`config.mk`:
```
export PLATFORM = sky130hd
export DESIGN_NAME = serial_chunk_adder
export DESIGN_NICKNAME = d
export VERILOG_FILES = /design/src/rtl/serial_chunk_adder.sv
export SDC_FILE = /design/constraint.sdc
export NUM_CORES = 1
export LEC_CHECK = 0
export BUFFER_PORTS_ARGS = -buffer_cell sky130_fd_sc_hd__buf_2
export CORE_ASPECT_RATIO = 2
export CORE_MARGIN = 2
export CORE_UTILIZATION = 55
export CTS_CLUSTER_DIAMETER = 40
export DETAILED_ROUTE_END_ITERATION = 7
export PLACE_DENSITY = 0.78
export SLEW_MARGIN = 20
export SYNTH_ARGS = -nofsm -noshare
export SYNTH_HDL_FRONTEND = slang
export SYNTH_SLANG_ARGS = --single-unit
```
`constraint.sdc`:
```
create_clock -name clk -period 5.25 [get_ports clk]
set_input_delay 0.2625 -clock clk [delete_from_list [all_inputs] [get_ports clk]]
set_output_delay 0.2625 -clock clk [all_outputs]
set_load 0.1 [all_outputs]
```
`src/rtl/serial_chunk_adder.sv`:
```
// Multi-cycle adder: CHUNK bits per clock, registered carry between chunks.
// Optional signed-overflow output enabled by defining ADDER_OVF_EN.
module serial_chunk_adder #(
  parameter int WIDTH = 16,
  parameter int CHUNK = 4
) (
  input  logic             clk,
  input  logic             rst_n,
  input  logic             in_valid,
  output logic             in_ready,
  input  logic [WIDTH-1:0] a,
  input  logic [WIDTH-1:0] b,
  input  logic             ci,
  output logic             out_valid,
  input  logic             out_ready,
  output logic [WIDTH-1:0] sum,
  output logic             co
`ifdef ADDER_OVF_EN
  ,
  output logic             ovf
`endif
);

  localparam int NCHUNK = WIDTH / CHUNK;
  localparam int CW = (NCHUNK > 1) ? $clog2(NCHUNK) : 1;

  if (WIDTH < 1 || CHUNK < 1 || CHUNK > WIDTH || (WIDTH % CHUNK) != 0) begin : g_bad_cfg
    $fatal(1, "serial_chunk_adder: illegal WIDTH/CHUNK");
  end

  typedef enum logic [1:0] {
    IDLE,
    BUSY,
    DONE
  } state_e;

  state_e           state_q, state_d;
  logic [WIDTH-1:0] a_q, a_d;
  logic [WIDTH-1:0] b_q, b_d;
  logic [WIDTH-1:0] acc_q, acc_d;
  logic [WIDTH-1:0] sum_q, sum_d;
  logic [CW-1:0]    cnt_q, cnt_d;
  logic             carry_q, carry_d;
  logic             co_q, co_d;
  logic             out_valid_q, out_valid_d;
  logic             in_ready_q, in_ready_d;
  logic             ovf_q, ovf_d;

  logic [31:0]      base;
  logic [CHUNK-1:0] a_chunk;
  logic [CHUNK-1:0] b_chunk;
  logic [CHUNK:0]   csum;
  logic             last;

  // Chunk slice of the latched operands and its ripple sum with the carry
  always_comb begin
    base    = 32'(cnt_q) * 32'(CHUNK);
    a_chunk = a_q[base +: CHUNK];
    b_chunk = b_q[base +: CHUNK];
    csum    = {1'b0, a_chunk} + {1'b0, b_chunk}
            + (CHUNK+1)'(carry_q);
    last    = (cnt_q == CW'(NCHUNK - 1));
  end

  // Next-state and registered-output logic for the IDLE/BUSY/DONE sequence
  always_comb begin
    state_d     = state_q;
    a_d         = a_q;
    b_d         = b_q;
    acc_d       = acc_q;
    sum_d       = sum_q;
    cnt_d       = cnt_q;
    carry_d     = carry_q;
    co_d        = co_q;
    out_valid_d = out_valid_q;
    in_ready_d  = in_ready_q;
    ovf_d       = ovf_q;
    unique case (state_q)
      IDLE: begin
        if (in_valid) begin
          a_d        = a;
          b_d        = b;
          carry_d    = ci;
          cnt_d      = '0;
          in_ready_d = 1'b0;
          state_d    = BUSY;
        end
      end
      BUSY: begin
        acc_d[base +: CHUNK] = csum[CHUNK-1:0];
        carry_d = csum[CHUNK];
        cnt_d   = cnt_q + CW'(1);
        if (last) begin
          sum_d       = acc_d;
          co_d        = csum[CHUNK];
          ovf_d       = (a_q[WIDTH-1] == b_q[WIDTH-1])
                     && (acc_d[WIDTH-1] != a_q[WIDTH-1]);
          out_valid_d = 1'b1;
          state_d     = DONE;
        end
      end
      DONE: begin
        if (out_ready) begin
          out_valid_d = 1'b0;
          in_ready_d  = 1'b1;
          state_d     = IDLE;
        end
      end
      default: begin
        out_valid_d = 1'b0;
        in_ready_d  = 1'b1;
        state_d     = IDLE;
      end
    endcase
  end

  // State registers; reset abandons any operation in flight
  always_ff @(posedge clk or negedge rst_n) begin
    if (!rst_n) begin
      state_q     <= IDLE;
      a_q         <= '0;
      b_q         <= '0;
      acc_q       <= '0;
      sum_q       <= '0;
      cnt_q       <= '0;
      carry_q     <= 1'b0;
      co_q        <= 1'b0;
      out_valid_q <= 1'b0;
      in_ready_q  <= 1'b1;
      ovf_q       <= 1'b0;
    end else begin
      state_q     <= state_d;
      a_q         <= a_d;
      b_q         <= b_d;
      acc_q       <= acc_d;
      sum_q       <= sum_d;
      cnt_q       <= cnt_d;
      carry_q     <= carry_d;
      co_q        <= co_d;
      out_valid_q <= out_valid_d;
      in_ready_q  <= in_ready_d;
      ovf_q       <= ovf_d;
    end
  end

  assign in_ready  = in_ready_q;
  assign out_valid = out_valid_q;
  assign sum       = sum_q;
  assign co        = co_q;

`ifdef ADDER_OVF_EN
  assign ovf = ovf_q;
`else
  logic unused_ovf;
  assign unused_ovf = ovf_q;
`endif

endmodule

```
==> impl_metrics.toml <==
[finish]
area_growth_from_synthesis_to_final_layout_pct = 17.8
ff_latch_area_um2 = 1800
final_net_count = 353
area_used_by_multi_input_combinational_logic_um2 = 1390
number_of_inserted_diodes = 0
num-fill-cells = 458
share_of_post_route_cells_with_drive_strength_above_1_pct = 29.0

[drt]
viasPerCell = 6.02
wl_per_cell_um = 18.4
drt-initial-drc-count = 83
dr.pass1.iters = 4
postRouteWirelength_um = 6830
post-route-drc-count = 0
ant_nets = 0
num_vias = 2234

[yosys]
post_synth_mux_area_share_pct = 16.5
compound_cell_area_share_of_the_yosys_netlist_pct = 12.5
syn_avg_cell_area_um2 = 13.1
ys_ff_latch = 72
yosys.area_share.simple_pct = 8.37
post_synth_inst_count = 249
netlist-cell-type-count = 36
synth_top_cells_by_count = "sky130_fd_sc_hd__dfrtp_1, sky130_fd_sc_hd__nor2_1, sky130_fd_sc_hd__mux2_1"
synth_xor_area_share_pct = 0.268
synth_sequential_area_ratio_pct = 55.1
synth.top_cell.area_share_pct = 54.3
adder_cell_area_share_of_the_yosys_netlist_pct = 4.66
synthArstFlopShare_pct = 100
post_synth_instance_area_um2 = 3270
synth_top_flop_cell = "sky130_fd_sc_hd__dfrtp_1"
edff_count_synth = 0
synthTopCellsByArea = "sky130_fd_sc_hd__dfrtp_1, sky130_fd_sc_hd__mux2_1, sky130_fd_sc_hd__mux4_2"
synth_top_family_by_area = "multiplexers"
yosys.cell_count.top_type = "sky130_fd_sc_hd__dfrtp_1"
post-synth-top-area-cell = "sky130_fd_sc_hd__dfrtp_1"
syn-num-nets = 297
synth-warning-count = 0

[global_route]
vias_in_the_first_global_route = 2420
overflow = 0
grt_use_total_pct = 24.0
grt_start_max_net_pins = 73
grt_pass1_wl_um = 11400
initial_antenna_violation_count = 0

[sta]
final_hold_viol_count = 0
timing.final.max_slew_violations = 0
post-route-period-util_pct = 60.6
slew_headroom_pct = 40.7
setup_viol = 0
period_needed_ns = 3.18
grt_setup_unrepaired = "false"
fin_tns_setup_ns = 0
finClkSkew_ns = 0.00311
max_freq_mhz = 315
worst_slew_pin_slew_ns = 0.890

[worst_setup_path]
critical_path_class = "flop to flop"
critical_path_slowest_stage_cell = "sky130_fd_sc_hd__dfrtp_1"
worst_ep_arrival_time_ns = 3.45
timing.critical_path.slowest_cell_delay_ns = 0.86
worst_setup_path_end_kind = "flop"
timing.critical_path.required_ns = 5.52
crit_top_cell = "sky130_fd_sc_hd__fa_1"
crit_path_start_kind = "flop"
critPathMaxFanout = 16
crit_path_cell_trace = "mux4_2 > fa_1 > fa_1 > xor2_1 > and2_1 > a22o_1"

[clock_tree]
cts_root_buffer = "sky130_fd_sc_hd__clkbuf_16"
post_cts.resized_instances = 0
tritoncts_clock_tree = "yes"
clock_latency_ns = 0.33
hold_buffer_count_at_cts = 0
cts.repair_timing.setup_buffer_count = 0
path_clk_slew_ns = 0.05
max-clock-path-buffers = 2
cts.htree.levels = 3
clkSinkCount = 72
tritoncts.num_buffers = 9

[floorplanning]
fp.dieH_um = 113
die-area_um2 = 6620
core_region_area_um2 = 5710
floorplan.rows = 39
floorplan.io_pins = 56
initial_core_util_pct = 57.3
dieWidth_um = 58.6

[placed_design]
count_of_port_buffers_added_during_placement = 55
dp_hpwl_um = 5090
final_weighted_congestion_in_routability_driven_placement = 0.865

[job]
number_of_max_capacitance_violations_reported = 0

[worst_hold_path]
holdCritPathClass = "input port to flop"

[outcome]
status = "completed"
[area by class of cell]
class | instances | area share (%)
repair buffers | 58 | 7.72
inverters | 7 | 0.682
clock buffers | 16 | 6.78
well taps | 61 | 1.98
flip-flops and latches | 72 | 46.8
multi-input cells | 157 | 36.1
[final timing paths]
check | start | end | slack (ns) | cells past startpoint
max in group asynchronous | rst_n | sum[0] | 4.53 | 2
setup / recovery | cnt_q[0] | acc_q[6] | 2.07 | 6
setup reg to reg | cnt_q[0] | acc_q[6] | 2.07 | 6
min in group asynchronous | rst_n | sum[4] | 0.14 | 2
hold / removal | out_ready | state_q[1] | 0.13 | 2
hold reg to reg | b_q[10] | b_q[10] | 0.48 | 1
[cells in the final DEF (no fill, tap or decap), types with 2 or more instances in the layout]
cell | Yosys | layout
sky130_fd_sc_hd__nand2_1 | 12 | 12
sky130_fd_sc_hd__a21oi_1 | 7 | 7
sky130_fd_sc_hd__clkbuf_1 | 3 | 6
sky130_fd_sc_hd__buf_2 | 8 | 55
sky130_fd_sc_hd__and2_1 | 2 | 2
sky130_fd_sc_hd__nor3_2 | 2 | 2
sky130_fd_sc_hd__inv_1 | 6 | 6
sky130_fd_sc_hd__a22o_1 | 4 | 4
sky130_fd_sc_hd__a221oi_1 | 12 | 12
sky130_fd_sc_hd__o31ai_1 | 2 | 2
sky130_fd_sc_hd__nor2_1 | 31 | 31
sky130_fd_sc_hd__mux2_1 | 26 | 26
sky130_fd_sc_hd__o21ai_0 | 2 | 2
sky130_fd_sc_hd__fa_1 | 2 | 2
sky130_fd_sc_hd__clkbuf_16 | 0 | 9
sky130_fd_sc_hd__ha_1 | 9 | 9
sky130_fd_sc_hd__o21ai_1 | 3 | 3
sky130_fd_sc_hd__a32oi_1 | 4 | 4
sky130_fd_sc_hd__dfrtp_1 | 71 | 71
sky130_fd_sc_hd__a21o_1 | 2 | 2
sky130_fd_sc_hd__mux2_2 | 6 | 6
sky130_fd_sc_hd__buf_4 | 0 | 3
sky130_fd_sc_hd__a32o_1 | 12 | 12
sky130_fd_sc_hd__mux4_2 | 8 | 8
[logic make-up (layout without fill, tap and decap cells)]
| kind of cell | count (synthesis) | after routing |
|---|---|---|
| XOR/XNOR | 1 | 1 |
| multiplexers | 40 | 40 |
| flip-flops | 72 | 72 |
| buffers and inverters | 20 | 81 |
| adder cells (fa/ha/maj) | 11 | 11 |
| AND/OR/NAND/NOR | 54 | 54 |
| AO/OA/AOI/OAI | 51 | 51 |
[sequential cells by signal, summed over array words and instances (netlist names)]
name	cells
a_q	16
acc_q	16
b_q	16
carry_q	1
cnt_q	2
co	1
in_ready	1
out_valid	1
state_q	2
sum	16
[worst max-delay path: cells and delay by family (launching register included)]
kind	cells	cell delay, ns
mux	1	0.61
flops	1	0.86
compound gates	1	0.17
fa+ha+maj	2	0.86
simple gates	1	0.26
xor+xnor	1	0.35
[per-stage QoR]
step	setup WS, ns	util, %	instances	hold WS (ns)	cell area [um^2]
detailed placement	2.07	62.9	355	0.471	3590
global placement	2.16	62.9	355	0.463	3590
CTS	2.05	67.5	371	0.121	3850
finish	2.07	67.5	371	0.132	3850
global route	1.86	67.5	371	0.134	3850
floorplan	2.35	-	249	-0.0331	3270
[layer usage]
metal / global-route usage [%] / wire (um) / up-vias
li1: - / - / 1041
met1: 22.9 / 2290 / 1099
met2: 42.8 / 3920 / 70
met3: 7.20 / 289 / 24
met4: 14.3 / 326 / 0
met5: 0 / 0 / -
Power is left out: the tool's default activity adds up to more than one toggle a clock period on the data nets, which glitch-free logic cannot reach.
